$ cat config.mk
export PLATFORM = sky130hd
export DESIGN_NAME = tuple_rr_arbiter
export DESIGN_NICKNAME = d
export VERILOG_FILES = /design/src/rtl/tuple_rr_arbiter.sv
export SDC_FILE = /design/constraint.sdc
export NUM_CORES = 1
export LEC_CHECK = 0
export CORE_AREA = 5 5 42 44
export DETAILED_ROUTE_END_ITERATION = 12
export DIE_AREA = 0 0 47 49
export SLEW_MARGIN = 20
export SYNTH_ARGS = -nofsm -noshare
export SYNTH_HDL_FRONTEND = slang
export SYNTH_SLANG_ARGS = --single-unit
$ cat constraint.sdc
create_clock -name CLK -period 1 [get_ports CLK]
set_clock_uncertainty 0.05 [all_clocks]
set_input_delay 0.2 -clock CLK [delete_from_list [all_inputs] [get_ports CLK]]
set_output_delay 0.2 -clock CLK [all_outputs]
set_load 0.01 [all_outputs]
$ cat src/rtl/tuple_rr_arbiter.sv
// -----------------------------------------------------------------------------
// tuple_rr_arbiter
//
// Purpose:
//   Two-requester round-robin arbiter feeding one registered two-field tuple
//   output. Each cycle the output register can be loaded when it is empty or
//   is being drained by the consumer in the same cycle. The winner's tuple is
//   captured and held until the consumer accepts it. Contention alternates
//   between the two requesters, starting with requester 0 after reset.
//
// Parameters:
//   WIDTH            width of each tuple field
//
// Ports:
//   CLK              clock, all state updates on the rising edge
//   RESET            synchronous, active-high reset
//   LOCK             (only with TUPLE_ARB_LOCK_EN) restrict winning to the
//                    previous winner while high
//   I0__0, I0__1     requester 0 tuple fields
//   I0_valid         requester 0 offers a tuple
//   I0_ready         requester 0 tuple accepted this cycle
//   I1__0, I1__1     requester 1 tuple fields
//   I1_valid         requester 1 offers a tuple
//   I1_ready         requester 1 tuple accepted this cycle
//   O__0, O__1       registered output tuple
//   O_valid          output tuple is valid (doubles as the FSM state: 0 EMPTY,
//                    1 FULL)
//   O_ready          consumer accepts the output this cycle
//   grant            index of the requester whose tuple is in the register
//
// Configuration macro:
//   TUPLE_ARB_LOCK_EN  adds the LOCK input and the lock behaviour. When not
//                      defined the arbiter is pure round-robin.
//
// Handshake semantics (all three interfaces):
//   A transfer happens on a rising edge where valid and ready are both 1.
//   Producers may drop valid without completing a transfer. Readies are a
//   combinational function of O_ready, O_valid, the two input valids, the
//   previous winner (and LOCK when present); tuple data never reaches any
//   output combinationally.
// -----------------------------------------------------------------------------
module tuple_rr_arbiter #(
  parameter int unsigned WIDTH = 1
) (
  input  logic             CLK,
  input  logic             RESET,
`ifdef TUPLE_ARB_LOCK_EN
  input  logic             LOCK,
`endif
  input  logic [WIDTH-1:0] I0__0,
  input  logic [WIDTH-1:0] I0__1,
  input  logic             I0_valid,
  output logic             I0_ready,
  input  logic [WIDTH-1:0] I1__0,
  input  logic [WIDTH-1:0] I1__1,
  input  logic             I1_valid,
  output logic             I1_ready,
  output logic [WIDTH-1:0] O__0,
  output logic [WIDTH-1:0] O__1,
  output logic             O_valid,
  input  logic             O_ready,
  output logic             grant
);

  // Output register occupancy. O_valid is driven straight from this state so
  // the FSM is visible at the port boundary.
  typedef enum logic {
    EMPTY = 1'b0,
    FULL  = 1'b1
  } state_t;

  state_t           state;
  logic             last;      // previous winner; reset to 1 so 0 wins first
  logic [WIDTH-1:0] o0_q;
  logic [WIDTH-1:0] o1_q;
  logic             grant_q;

  logic             load;
  logic             req0;
  logic             req1;
  logic             has_win;
  logic             win;

  // The register can take a new tuple when empty or draining this cycle.
  assign load = (state == EMPTY) | O_ready;

  // Winner selection. With both requesters active the one that did not win
  // last time goes next; a lone requester always wins.
  always_comb begin
    req0 = I0_valid;
    req1 = I1_valid;
`ifdef TUPLE_ARB_LOCK_EN
    // Under lock only the previous winner may be granted, even when it is
    // idle; the other requester is masked out entirely.
    if (LOCK) begin
      req0 = I0_valid & ~last;
      req1 = I1_valid &  last;
    end
`endif
    has_win = req0 | req1;
    if (req0 & req1) begin
      win = ~last;
    end else begin
      win = req1;
    end
  end

  // RESET gates the readies so no producer sees a handshake that the reset
  // edge would then throw away.
  assign I0_ready = ~RESET & load & has_win & ~win;
  assign I1_ready = ~RESET & load & has_win &  win;

  always_ff @(posedge CLK) begin
    if (RESET) begin
      state   <= EMPTY;
      o0_q    <= '0;
      o1_q    <= '0;
      grant_q <= 1'b0;
      last    <= 1'b1;
    end else if (load) begin
      if (has_win) begin
        state   <= FULL;
        o0_q    <= win ? I1__0 : I0__0;
        o1_q    <= win ? I1__1 : I0__1;
        grant_q <= win;
        last    <= win;
      end else begin
        // Drained with nothing to replace it: fields and grant keep their
        // old values, only validity drops.
        state <= EMPTY;
      end
    end
  end

  assign O__0    = o0_q;
  assign O__1    = o1_q;
  assign O_valid = (state == FULL);
  assign grant   = grant_q;

endmodule

======== Word level (Yosys, flattened, before mapping) ========
Cells that the tools add are included.
storage, ports and cells
  flip-flop bits (word level) ............. 5
  word-level logic and storage cells ...... 21
  input port bits ......................... 9
  output and inout port bits .............. 6
operators by class
  multiplexer cells ....................... 4
  reductions and logical operators ........ 1
  bitwise operators ....................... 11
operator list
  operator           count
  $and A1 B1 Y1      5
  $mux W1            4
  $not A1 Y1         4
  $or A1 B1 Y1       2
  $reduce_and A2 Y1  1

======== Depth between registers and ports, before layout ========
  word-level depth ........................ 5
  mapped depth ............................ 3
  gate-level depth less buffers ........... 3

======== Worst setup path before layout ========
Ideal clock, no wire load.
  kind .................................... reg2out
  from .................................... register state, in the netlist O_valid
  to ...................................... output I0_ready
  cell stages (with the launch flop) ...... 3
  buffers on the path ..................... 0
  data required time ...................... 750 ps
  setup slack ............................. -168 ps
  data arrival time ....................... 918 ps
  cell sequence ........................... dfxtp_1 -> nor2b_1 -> nor4_1
on the way
  cells in the longest elaborated chain, start to end .. 5
RTL lines
  what                         RTL line  source
  from (decl)                  72        state_t state;
  from (signal assigned)       115       state <= EMPTY;
  from (signal assigned)       122       state <= FULL;
  from (signal assigned)       130       state <= EMPTY;
  $not A1 Y1                   85        assign load = (state == EMPTY) | O_ready;
  $or A1 B1 Y1                 85
  $and A1 B1 Y1 (3 in series)  110       assign I0_ready = ~RESET & load & has_win & ~win;
  to (decl)                    53        output logic I0_ready,
No other way between the ends.

======== Final worst setup path ========
Same ends and word-level chain as after synthesis.

==> flow_summary_export.csv <==
group,metric,value,unit
clock_tree,cts_tree,"built",
status,violations,"negative setup slack",
timing,setup_viol,6,
critical_path,crit_type,"reg -> out",
pwr,ir_drop,0.000488,V
pwr,power.density,1220,mW/mm2
detailed_routing,vias,293,
yosys,ys_warn_count,0,
detailed_routing,wl_per_cell,11.2,um
clock_tree,clkTransAtPathRegs,0.04,ns
yosys,avgSynthCellArea,9.14,um2
global_routing,grt-ovfl-total,0,
status,status,"complete, but fails checks",
clock_tree,h-tree-depth,1,
yosys,seq_area_frac_synth,42.1,%
global_routing,grt_pass1_wl,1100,um
floorplanning,die_area,0.00230,mm2
clock_tree,root_buffer,"clkbuf_4",
place,place_congestion,0.660,
place,hpwl,554,um
timing,holdWs,0.429,ns
worst_hold_path,hold_class,"reg -> reg",
timing,fmax,749,MHz
clock_tree,cts_buffers,3,
place,io_buffers,14,
final_layout,area_growth,122,%
critical_path,cp_max_fo,2,
critical_path,startpoint_type,"flip-flop",
detailed_routing,detail-route-antenna-nets,0,
floorplanning,rows,14,
floorplanning,initial_core_util,17.0,%
pwr,p_leak,0.241,nW
timing,worstMarginPinSlew,0.168,ns
critical_path,required,0.75,ns
detailed_routing,first_pass_iters,2,
clock_tree,cts.sinks,5,
final_layout,num_antenna_cells,0,
clock_tree,insertion_delay,0.24,ns
timing,fin_crit_sh,133,%
yosys,synth.distinct_cells,14,
yosys,ys_ff_latch,5,
clock_tree,cts_hold_buf,0,
timing,drv_slew,0,
timing,fin_crit,1.33,ns
critical_path,end_kind,"output pin",
yosys,synth_area,238,um2
final_layout,fin_nets,64,
global_routing,grt_max_degree,7,
yosys,syn_nets,35,
final_layout,drive_above_1_share,55.6,%
global_routing,antenna_found_initial,0,
floorplanning,die-height,49,um
floorplanning,ios,15,
timing,finalHoldViolations,0,
global_routing,track_usage,6.97,%
detailed_routing,viasPerCell,4.19,
global_routing,grt_pass1_vias,276,
timing,rsz0062_at_grt,"yes",
floorplanning,die_w,47,um
clock_tree,cts_buffer_depth,2,
timing,setup_ws,-0.334,ns
detailed_routing,wl,781,um
floorplanning,core-area,0.00140,mm2
detailed_routing,dr.first_iter.drc_count,3,
flow_run,max_cap_viol_count,0,
critical_path,worstPathArrival,1.08,ns
detailed_routing,drc,0,
timing,timing.slew.headroom,88.6,%
yosys,synthCells,26,
pwr,power.total,644,uW
[metrics by stage]
stage	TNS (ns)	cell area [um2]	utilization (%)	instances	worst slack, ns
3_5_place_dp	-4.59	492	35.1	65	-0.906
4_1_cts	-1.04	510	36.4	69	-0.349
2_1_floorplan	-0.0295	264	-	26	-0.0180
6_report	-1.01	527	37.6	70	-0.334
5_1_grt	-1.29	527	37.6	70	-0.413
3_3_place_gp	-4.54	492	35.1	65	-0.896
[cell families after synthesis]
kind of cell / synth area share [%]
muxes: 8.42
DFF: 42.1
buffers and inverters: 1.58
and+or+nand+nor: 16.8
AOI/OAI and AO/OA: 31.0
[final timing paths]
check	slack, ns	cells after the start	to	startpoint
min reg2reg	0.43	2	grant	grant
max reg2reg	-0.13	4	O__0	last
max	-0.33	3	I0_ready	O_valid
min	0.43	2	grant	grant
[per-layer routing]
layer | wire length (um) | GRT usage (%) | vias up
li1 | - | - | 152
met1 | 330 | 8.13 | 126
met2 | 353 | 8.14 | 13
met3 | 77 | 2.95 | 2
met4 | 19 | 8.29 | 0
met5 | 0 | 0 | -
[cell usage in the layout, fill, tap and decap left out, types with 2 or more instances in the layout]
| cell | n |
|---|---|
| dlygate4sd2_1 | 4 |
| a21oi_1 | 5 |
| buf_4 | 8 |
| dfxtp_1 | 3 |
| buf_2 | 5 |
| clkdlybuf4s50_1 | 4 |
| buf_6 | 3 |
| nor2_2 | 2 |
| dfxtp_2 | 2 |
| clkbuf_4 | 3 |
[cell type report]
class                           instances  area [um2]
Clock buffer                            4        26.3
Fill cell                             161         875
Inverter                                1        3.75
Multi-Input combinational cell         20         180
Sequential cell                         5         103
Tap cell                               16        20.0
Timing Repair Buffer                   24         194
[what timing repair did]
| action | in CTS | in global routing |
|---|---|---|
| pin swaps | 4 | 2 |
| setup buffers | 1 | 1 |
| gates resized for setup | 35 | 3 |
| cloned | 0 | 0 |
| setup endpoints to repair | 11 | 7 |
[synthesized netlist by cell type]
master / n / area [um2]
nand2b_1: 1 / 6.26
nand2_1: 1 / 3.75
o21ai_0: 1 / 5.00
a311o_1: 1 / 10.0
mux2i_1: 2 / 20.0
dfxtp_1: 5 / 100
nor2_1: 3 / 11.3
a21boi_4: 1 / 18.8
inv_1: 1 / 3.75
nor4_1: 1 / 6.26
a21oi_1: 5 / 25.0
or2_1: 1 / 6.26
a211oi_1: 2 / 15.0
nor2b_1: 1 / 6.26
[where the power goes]
part           internal (mW)  switching, mW  total [mW]
clock network          0.151         0.0784       0.229
logic                  0.108         0.0786       0.187
registers              0.219        0.00960       0.228
[flip-flops by register name, summed over array words and instances, names as in the netlist]
name,count
last,1
O__0,1
O__1,1
grant,1
O_valid,1
[worst max-delay path, stage by stage, from the launching register on]
cell and delay, ns:
dfxtp_2 0.31, nor2b_4 0.13, nor4_4 0.24, buf_2 0.16
Power figures use the tool's default switching activity.
